--- src/rtl/conv_code_pkg.sv ---
// Shared K=7 convolutional code definitions for the encoder and the viterbi decoder.
// Holds code constants, the soft symbol type, the encoder FSM states and the tap parity helper.
package conv_code_pkg;

  localparam int K       = 7;
  localparam int STATE_W = 6;

  localparam logic [K-1:0] G1_DEF = 7'b1111001;
  localparam logic [K-1:0] G2_DEF = 7'b1011011;

  typedef logic signed [7:0] soft_t;

  typedef enum logic [2:0] {
    IDLE,
    DATA,
    TAIL,
    DRAIN,
    DONE
  } enc_state_t;

  function automatic logic parity7(
    input logic [K-1:0] r7,
    input logic [K-1:0] g
  );
    return ^(r7 & g);
  endfunction

endpackage

--- src/rtl/soft_sym_buf.sv ---
// Two-entry soft symbol serializer: loads a {first, second} pair and presents them in order.
// Ports: clk, sys_rst, load, sym_a/sym_b (pair), soft_out/valid_out/ready_out (stream), empty.
module soft_sym_buf
  import conv_code_pkg::*;
(
  input  logic  clk,
  input  logic  sys_rst,
  input  logic  load,
  input  soft_t sym_a,
  input  soft_t sym_b,
  output soft_t soft_out,
  output logic  valid_out,
  input  logic  ready_out,
  output logic  empty
);

  logic [1:0] cnt;
  soft_t      second;

  // load is only issued while empty, so it never collides with a pop
  always_ff @(posedge clk) begin
    if (sys_rst) begin
      cnt      <= 2'd0;
      soft_out <= '0;
      second   <= '0;
    end else if (load) begin
      cnt      <= 2'd2;
      soft_out <= sym_a;
      second   <= sym_b;
    end else if (valid_out && ready_out) begin
      cnt <= cnt - 2'd1;
      if (cnt == 2'd2) begin
        soft_out <= second;
      end
    end
  end

  assign valid_out = (cnt != 2'd0);
  assign empty     = (cnt == 2'd0);

endmodule

--- src/rtl/conv_encoder_k7.sv ---
// Rate-1/2 K=7 convolutional encoder with 6-bit zero tail and signed soft symbol output.
// Ports: start/bit_in/valid_in/ready_in (input), soft_out/valid_out/ready_out, busy, frame_done, last_state.
module conv_encoder_k7
  import conv_code_pkg::*;
#(
  parameter int           FRAME_BITS = 1024,
  parameter logic [K-1:0] G1         = G1_DEF,
  parameter logic [K-1:0] G2         = G2_DEF,
  parameter soft_t        SOFT_AMP   = 8'sd127,
  parameter logic         INV_G2     = 1'b0
) (
  input  logic               clk,
  input  logic               sys_rst,
  input  logic               start,
  input  logic               bit_in,
  input  logic               valid_in,
  output logic               ready_in,
  output soft_t              soft_out,
  output logic               valid_out,
  input  logic               ready_out,
  output logic               busy,
  output logic               frame_done,
  output logic [STATE_W-1:0] last_state
);

  localparam int CNT_W = $clog2(FRAME_BITS + 1);
  localparam logic [CNT_W-1:0] LAST_BIT = CNT_W'(FRAME_BITS - 1);
  localparam soft_t NEG_AMP = -SOFT_AMP;

  enc_state_t         state;
  enc_state_t         state_nxt;
  logic [STATE_W-1:0] sr;
  logic [CNT_W-1:0]   bit_cnt;
  logic [2:0]         tail_cnt;
  logic               empty;
  logic               take;
  logic               load;
  logic               enc_bit;
  logic [K-1:0]       r7;
  logic               c1;
  logic               c2;
  soft_t              sym_a;
  soft_t              sym_b;

  assign ready_in = (state == DATA) && empty;
  assign take     = valid_in && ready_in;
  assign busy     = (state != IDLE);

  always_comb begin
    state_nxt = state;
    load      = 1'b0;
    enc_bit   = 1'b0;
    unique case (state)
      IDLE: begin
        if (start) state_nxt = DATA;
      end
      DATA: begin
        if (take) begin
          load    = 1'b1;
          enc_bit = bit_in;
          if (bit_cnt == LAST_BIT) state_nxt = TAIL;
        end
      end
      // tail bits are zeros injected whenever the buffer frees up
      TAIL: begin
        if (empty) begin
          load = 1'b1;
          if (tail_cnt == 3'd5) state_nxt = DRAIN;
        end
      end
      DRAIN: begin
        if (empty) state_nxt = DONE;
      end
      DONE: begin
        state_nxt = IDLE;
      end
      default: begin
        state_nxt = IDLE;
      end
    endcase
  end

  assign r7    = {enc_bit, sr};
  assign c1    = parity7(r7, G1);
  assign c2    = parity7(r7, G2) ^ INV_G2;
  assign sym_a = c1 ? NEG_AMP : SOFT_AMP;
  assign sym_b = c2 ? NEG_AMP : SOFT_AMP;

  always_ff @(posedge clk) begin
    if (sys_rst) begin
      state <= IDLE;
    end else begin
      state <= state_nxt;
    end
  end

  always_ff @(posedge clk) begin
    if (sys_rst) begin
      sr         <= '0;
      bit_cnt    <= '0;
      tail_cnt   <= 3'd0;
      frame_done <= 1'b0;
      last_state <= '0;
    end else begin
      frame_done <= (state == DRAIN) && empty;
      if ((state == DRAIN) && empty) begin
        last_state <= sr;
      end
      if ((state == IDLE) && start) begin
        sr       <= '0;
        bit_cnt  <= '0;
        tail_cnt <= 3'd0;
      end
      if (load) begin
        sr <= {enc_bit, sr[STATE_W-1:1]};
      end
      if (take) begin
        bit_cnt <= (bit_cnt == LAST_BIT) ? '0 : bit_cnt + 1'b1;
      end
      if ((state == TAIL) && empty) begin
        tail_cnt <= (tail_cnt == 3'd5) ? 3'd0 : tail_cnt + 3'd1;
      end
    end
  end

  soft_sym_buf u_buf (
    .clk       (clk),
    .sys_rst   (sys_rst),
    .load      (load),
    .sym_a     (sym_a),
    .sym_b     (sym_b),
    .soft_out  (soft_out),
    .valid_out (valid_out),
    .ready_out (ready_out),
    .empty     (empty)
  );

endmodule

--- config.mk ---
export PLATFORM = sky130hd
export DESIGN_NAME = conv_encoder_k7
export DESIGN_NICKNAME = d
export VERILOG_FILES = /design/src/rtl/conv_code_pkg.sv /design/src/rtl/soft_sym_buf.sv /design/src/rtl/conv_encoder_k7.sv
export SDC_FILE = /design/constraint.sdc
export NUM_CORES = 1
export LEC_CHECK = 0
export ABC_CLOCK_PERIOD_IN_PS = 5500
export CAP_MARGIN = 0
export CORE_MARGIN = 2
export CORE_UTILIZATION = 24
export CTS_BUF_LIST = sky130_fd_sc_hd__clkbuf_2
export CTS_CLUSTER_DIAMETER = 50
export DETAILED_ROUTE_END_ITERATION = 7
export PLACE_DENSITY = 0.47
export SKIP_CTS_REPAIR_TIMING = 1
export SYNTH_ARGS = -nofsm -noshare
export SYNTH_HDL_FRONTEND = slang
export SYNTH_SLANG_ARGS = --single-unit
--- constraint.sdc ---
create_clock -name clk -period 5.5 [get_ports clk]
set_input_delay 0.55 -clock clk [delete_from_list [all_inputs] [get_ports clk]]
set_output_delay 0.55 -clock clk [all_outputs]
set_load 0.03 [all_outputs]
After elaboration in Yosys (flattened, before gate mapping)
Cells that the tools add are included.

word-level totals
  memory bits (read-only) = 0
  word-level logic and storage cells = 72
  output and inout port bits = 18
  bits in writable memories = 0
  bits in latches = 0
  register bits = 48
  memories kept = 0
  input bits = 6

cells by class
  shift operators = 0
  multiplexer cells = 27
  add/subtract/negate cells = 3
  bitwise logic cells = 0
  divide/modulo/power cells = 0
  reduce and logical (&&, ||, !) cells = 20
  equal/unequal tests = 12
  $lt $le $gt $ge = 0
  multiply operators = 0

operators by type and width
  kind                     number
  $mux W8                  5
  $mux W11                 3
  $mux W3                  9
  $reduce_xor A7 Y1        2
  $mux W6                  2
  $pmux W3 S4              1
  $reduce_bool A2 Y1       6
  $add A11 B1 Y11 const B  1
  $eq A11 B10 Y1 const B   1
  $ne A2 B2 Y1 const B     5
  $eq A3 B2 Y1 const B     2
  $logic_and A1 B1 Y1      6
  $reduce_and A6 Y1        1
  $mux W1                  4
  $mux W2                  2
  $add A3 B1 Y3 const B    1
  $eq A3 B1 Y1 const B     1
  $eq A3 B3 Y1 const B     1
  $logic_not A3 Y1         1
  $reduce_bool A3 Y1       1
  $eq A2 B2 Y1 const B     1
  $logic_not A2 Y1         1
  $ne A2 B1 Y1 const B     1
  $pmux W1 S2              1
  other kinds (3)          3

Logic depth before layout (Yosys ltp)
Gate-level depths: netlist of run 1.

  depth after elaboration = 8
  mapped depth = 7
  depth with buffers taken out = 6

Cells and area by module
Synthesis of run 1 repeated with hierarchy kept, for this count alone.

second synthesis, totals
  cells, all modules = 253
  area, all modules = 2,321.0 um2

modules (own cells, without submodules)
  module           cells an instance  sequential area each (um2)  times used  area an instance (um2)
  conv_encoder_k7  169                600.6                       1           1,461.4
  soft_sym_buf     84                 360.3                       1           859.6

Worst setup path before layout of run 1
No wires, ideal clock.

  kind = register to register
  start point = register u_buf.cnt[0]
  end point = register bit_cnt[5]
  stages on the path, launching flop included = 8
  arrival time = 1,798 ps
  path slack = 3,628 ps
  path buffers = 1
  library setup time = 74 ps
  required time = 5,426 ps
  path through = dfxtp_1 -> inv_1 -> ha_1 -> nor4bb_1 -> buf_2 -> nand2_2 -> or4_1 -> a31oi_1

on the way
  cells in the longest elaborated chain, start to end = 4
  elaborated cells between the ends (all ways) = 5
  classes of those cells = mux: 1; reduce/logical: 4

ends and longest elaborated chain
  item                                                   RTL line                text
  from (decl)                                            soft_sym_buf.sv:17      logic [1:0] cnt;
  from (signal assigned)                                 soft_sym_buf.sv:31      cnt <= cnt - 2'd1;
  $logic_not A2 Y1 *                                     soft_sym_buf.sv:39      assign empty = (cnt == 2'd0);
  $logic_and A1 B1 Y1 *                                  conv_encoder_k7.sv:45   assign ready_in = (state == DATA) && empty;
  via ready_in                                           conv_encoder_k7.sv:17   output logic ready_in,
  $logic_and A1 B1 Y1 *                                  conv_encoder_k7.sv:46   assign take = valid_in && ready_in;
  $mux W11 / $reduce_bool A2 Y1 (equally long branches)  n/a
  to (signal assigned)                                   conv_encoder_k7.sv:118  bit_cnt <= (bit_cnt == LAST_BIT) ? '0 : bit_cnt + 1'b1;
  to (decl)                                              conv_encoder_k7.sv:33   logic [CNT_W-1:0] bit_cnt;

Mark *: on every way through the listed nets, which the timed path passes. The rest lies on a longest branch.
A chain may end at the register's enable or synchronous reset.

Worst setup path in the final report of run 1
  start point = register u_buf.cnt[0]
  end point = output port ready_in

on the way
  cells in the longest elaborated chain, start to end = 2

ends and longest elaborated chain
  item                 RTL line
  $logic_not A2 Y1     soft_sym_buf.sv:39
  $logic_and A1 B1 Y1  conv_encoder_k7.sv:45
  to (decl)            conv_encoder_k7.sv:17

No other way between the ends.

==> flow_summary.toml, run 1 <==
[timing]
min_period_ns = 3.02
rsz0062_at_grt = "no"
worst_slew_pin_slew_ns = 0.756
max_freq_mhz = 331
setup_tns_ns = 0
period_share = 0.550
setup_viol = 0
worst_clock_skew_ns = 0.00963
timing.hold.ws_ns = 0.500
hold_viol_final = 0
max_slew_margin = 0.493
slew_viol_final = 0

[placed_design]
portBuffers = 23
dp_hpwl_um = 2820
place_congestion = 0.723

[setup_path]
critical_path.startpoint = "u_buf.cnt[0]"
worstPathArrival_ns = 2.47
worstPathRequired_ns = 4.95
r2r-start = "u_buf.cnt[0]"
end_kind = "primary output"
ff2ff_setup_slack_ns = 3.22
start_kind = "flop"
crit_fanout = 13
crit_type = "flop to primary output"

[clock_network]
cts_tree = "yes"
ctsRootBufferMaster = "clkbuf_2"
insertion_delay_ns = 0.41
htreeDepth = 2
cts_buffer_depth = 2
cts_buffers = 5
cts.sinks = 38
clk_pin_slew_ns = 0.21

[logic_synthesis]
synth_top_area_frac = 0.411
avgSynthCellArea_um2 = 9.07
synth_common_cells = "dfxtp_1, nor2_1, a21oi_1, mux2i_1, nand2_1"
synth_ff_type = "dfxtp_1"
syn-num-nets = 213
synth-seq-cells = 38
yosysTopAreaCell = "dfxtp_1"
async_flop_share = 0
synth_edf_count = 0
synth_most_common_cell = "dfxtp_1"
yosys_warnings = 0
yosysSeqAreaShare = 0.411
syn_area_mm2 = 0.00185
synthesis.instances = 204
synth.area.top_cells = "dfxtp_1, mux2i_1, nor2_1, a22oi_1, a21oi_1"
netlist-cell-type-count = 53

[power_and_ir_drop]
p_comb_frac = 0.174
p_leak_nw = 0.850
switching_share = 0.280
ir_worst_vdd_v = 0.0000872
netSwitchingPower_mw = 0.175
sequentialPowerShare = 0.465
power.share.clock = 0.361
p_total_mw = 0.627
p_per_area_mw_per_mm2 = 281
internal_power_mw = 0.451

[cells_and_area]
drive_above_1_share = 0.0679
nNetsFinal = 229
fill_cells = 829
synthToLayoutAreaGrowth_pct = 20.7
antennaDiodeCount = 0

[global_route]
grtUsageMet2 = 0.160
gr-max-usage-layer = "met2"
grtUsageMet3 = 0.0263
grtUsageTotal = 0.103
grt_remaining_overflow = 0
grt_pass1_wl_um = 7000
antenna_found_initial = 0
grt_max_degree = 39
grt_pass1_vias = 1406
grt.met1_usage = 0.137

[floorplan]
chipWidth_um = 91.8
core_area_mm2 = 0.00761
io_pins = 24
start_util = 0.243
die_area_mm2 = 0.00843
die_h_um = 91.8
rows = 32

[drt]
route.detailed.drc = 0
vias = 1498
drt-pass1-iter-count = 4
vias_per_cell = 4.64
wirelength_um = 4170
routedWlPerCell_um = 12.9
initialDrtViolationCount = 63
drtAntennaViolNets = 0

[run]
drv_cap = 0

[min_path]
min_from = "u_buf.second[0]"
hp-class = "flop to flop"

[status]
status = "finished clean"
cells by family (layout without fill, tap and decap cells):
| group | after synthesis | after routing | synth area share |
|---|---|---|---|
| buffers and inverters | 21 | 38 | 0.0554 |
| AO/OA/AOI/OAI | 47 | 47 | 0.175 |
| flip-flops | 38 | 38 | 0.411 |
| XOR/XNOR | 6 | 6 | 0.0358 |
| adder cells (fa/ha/maj) | 3 | 3 | 0.0203 |
| AND/OR/NAND/NOR | 78 | 78 | 0.242 |
| multiplexers | 11 | 11 | 0.0602 |
metrics by stage:
| step | area (µm²) | std cells | utilization | setup slack, ns |
|---|---|---|---|---|
| 2_1_floorplan | 1850 | 204 | - | 3.63 |
| 3_3_place_gp | 2140 | 315 | 0.281 | 2.92 |
| 3_5_place_dp | 2140 | 315 | 0.281 | 2.92 |
| 4_1_cts | 2230 | 323 | 0.294 | 2.43 |
| 5_1_grt | 2230 | 323 | 0.294 | 2.18 |
| 6_report | 2230 | 323 | 0.294 | 2.48 |
critical path, cell delays in order (launching register included):
cell,delay [ns]
dfxtp_1,0.37
inv_1,0.08
ha_1,0.42
nor4bb_1,0.32
buf_4,0.20
clkdlybuf4s50_1,0.67
power by group through the flow:
stage / Combinational, mW / Clock (mW) / Sequential, mW
after global placement: 0.109 / 0 / 0.297
after detailed placement: 0.110 / 0 / 0.297
after floorplan: 0.0756 / 0 / 0.298
after global routing: 0.119 / 0.241 / 0.293
final: 0.109 / 0.226 / 0.291
after CTS: 0.110 / 0.233 / 0.292
registers in the layout, indices dropped and copies added (netlist names):
signal,cells
u_buf.cnt,2
bit_cnt,11
sr,6
state,3
u_buf.second,3
frame_done,1
tail_cnt,3
u_buf.soft_out,3
last_state,6
cells in the final DEF (no fill, tap or decap), types with 5 or more instances in the layout:
cell             Yosys  final
a21oi_1             10     10
a22oi_1              8      8
clkbuf_2             0      5
clkdlybuf4s50_1      0     23
dfxtp_1             38     38
inv_1                5      5
mux2i_1             10     10
nand2_1             10     10
nand3_1              5      5
nor2_1              22     22
nor2b_1              5      5
o21ai_0              5      5
path summary, 6_finish.rpt:
kind	end	depth (start not counted)
max reg2reg	bit_cnt[9]	6
max	ready_in	5
min reg2reg	u_buf.second[0]	2
min	u_buf.second[0]	2
routing by layer:
layer  up-vias  part of all wire
met5         -                 0
met4         0             0.015
met3         7             0.030
met2        21              0.45
met1       697              0.50
li1        773                 -
layout make-up:
type | count | area, µm² | area share
multi-input combinational | 145 | 987 | 0.442
sequential | 38 | 761 | 0.341
timing repair buffer | 25 | 245 | 0.110
tap | 102 | 128 | 0.0571
clock inverter | 3 | 68.8 | 0.0308
clock buffer | 5 | 25.0 | 0.0112
inverter | 5 | 18.8 | 0.00840
No activity file was read; power rests on OpenSTA's default activity.
==> run 2: changes to the inputs <==
--- a/config.mk
+++ b/config.mk
@@ -5,7 +5,7 @@
 export SDC_FILE = /design/constraint.sdc
 export NUM_CORES = 1
 export LEC_CHECK = 0
-export ABC_CLOCK_PERIOD_IN_PS = 5500
+export ABC_CLOCK_PERIOD_IN_PS = 3000
 export CAP_MARGIN = 0
 export CORE_MARGIN = 2
 export CORE_UTILIZATION = 24
==> constraint.sdc (replaced) <==
create_clock -name clk -period 3 [get_ports clk]
set_input_delay 0.3 -clock clk [delete_from_list [all_inputs] [get_ports clk]]
set_output_delay 0.3 -clock clk [all_outputs]
set_load 0.03 [all_outputs]
==> flow_summary.toml, run 2 (synthesis results as in run 1) <==
[cells_and_area]
final_area_mm2 = 0.00222
stdcell_count = 325
top_register = "bit_cnt"
layout_commonest_cell = "dfxtp_1"
synthToLayoutAreaGrowth_pct = 20.2
largest_reg_flops = 11
mostFrequentLayoutCells = "dfxtp_1, clkdlybuf4s50_1, nor2_1"
fill_cells = 843
drive_above_1_share = 0.0762
antennaDiodeCount = 0
reg_top3 = "bit_cnt x11, last_state x6, sr x6"
nNetsFinal = 231
final_util = 0.292

[drt]
route.detailed.drc = 0
vias_per_cell = 4.66
initialDrtViolationCount = 54
drtAntennaViolNets = 0
vias = 1514
routedWlPerCell_um = 12.6
wirelength_um = 4080
drt-pass1-iter-count = 4

[clock_network]
cts_buffers = 5
cts_tree = "yes"
clk_pin_slew_ns = 0.21
cts_buffer_depth = 2
htreeDepth = 2
cts.sinks = 38
ctsRootBufferMaster = "clkbuf_2"
insertion_delay_ns = 0.38

[timing]
min_period_ns = 2.42
layout_setup_ws_ns = 0.581
setup_viol = 0
rsz0062_at_grt = "no"
worst_clock_skew_ns = 0.0109
setup_tns_ns = 0
max_slew_margin = 0.613
period_share = 0.806
slew_viol_final = 0
timing.hold.ws_ns = 0.509
hold_viol_final = 0
max_freq_mhz = 413
worst_slew_pin_slew_ns = 0.581

[setup_path]
path_buf_inv = 3
r2r_cells = 5
cp_num_cells = 5
crit_fanout = 7
end_kind = "primary output"
start_kind = "flop"
slowest_delay_ns = 0.67
cp_cell_sequence = "inv_1 > ha_1 > nor4bb_1 > buf_4 > clkdlybuf4s50_1"
path_delay_family = "buffers and inverters"
worstPathRequired_ns = 2.70
worstPathArrival_ns = 2.12
cp_slowest_cell = "clkdlybuf4s50_1"
crit_type = "flop to primary output"

[run]
drv_cap = 0

[power_and_ir_drop]
p_per_area_mw_per_mm2 = 479
ir_worst_vdd_v = 0.000145
p_total_mw = 1.07
p_leak_nw = 0.841

[global_route]
grtUsageTotal = 0.105
antenna_found_initial = 0
grt_remaining_overflow = 0
grt_pass1_vias = 1487
grt_max_degree = 38
grt_pass1_wl_um = 7110

[floorplan]
rows = 32
die_area_mm2 = 0.00843
die_h_um = 91.8
chipWidth_um = 91.8
start_util = 0.243
core_area_mm2 = 0.00761
io_pins = 24

[placed_design]
place_area_mm2 = 0.00215
dp_hpwl_um = 2810
place_congestion = 0.764
portBuffers = 23
dp_slack_ns = 0.955
place.detailed.instances = 317

[status]
status = "finished clean"

[min_path]
whs_path_depth = 2
hp-class = "flop to flop"
==> run 2: cell count changes in the layout (fill, tap and decap cells not counted), sizes merged <==
cell      delta
bufinv       -1
buf          +2
clkinv       -1
clkinvlp     +2
==> run 2: power breakdown <==
group / switching (mW) / internal [mW] / total [mW]
clock network: 0.187 / 0.140 / 0.327
registers: 0.0138 / 0.521 / 0.535
logic: 0.118 / 0.0858 / 0.204
total: 0.319 / 0.747 / 1.07
==> run 2: area by class of cell <==
| class | instances | area [µm²] | share of cell area |
|---|---|---|---|
| Multi-Input combinational cell | 145 | 987 | 0.444 |
| Sequential cell | 38 | 761 | 0.342 |
| Timing Repair Buffer | 27 | 260 | 0.117 |
| Tap cell | 102 | 128 | 0.0574 |
| Clock inverter | 3 | 45.0 | 0.0202 |
| Clock buffer | 5 | 25.0 | 0.0112 |
| Inverter | 5 | 18.8 | 0.00844 |
==> run 2: worst paths after layout <==
check	slack (ns)	startpoint	to
max	0.58	u_buf.cnt[0]	ready_in
min	0.51	u_buf.second[6]	u_buf.second[6]
max reg2reg	0.98	bit_cnt[0]	bit_cnt[9]
min reg2reg	0.51	u_buf.second[6]	u_buf.second[6]
==> run 2: layer usage <==
metal	global-route usage	vias up	part of all wire
met4	0.0348	0	0.012
met5	0	-	0
met3	0.0320	4	0.033
met1	0.138	703	0.50
met2	0.163	23	0.45
li1	-	784	-
==> run 2: worst min-delay path: cells and delay by family (launching register included) <==
kind | cells | cell delay, ns
compound gates | 1 | 0.07
flops | 1 | 0.36
simple gates | 1 | 0.06
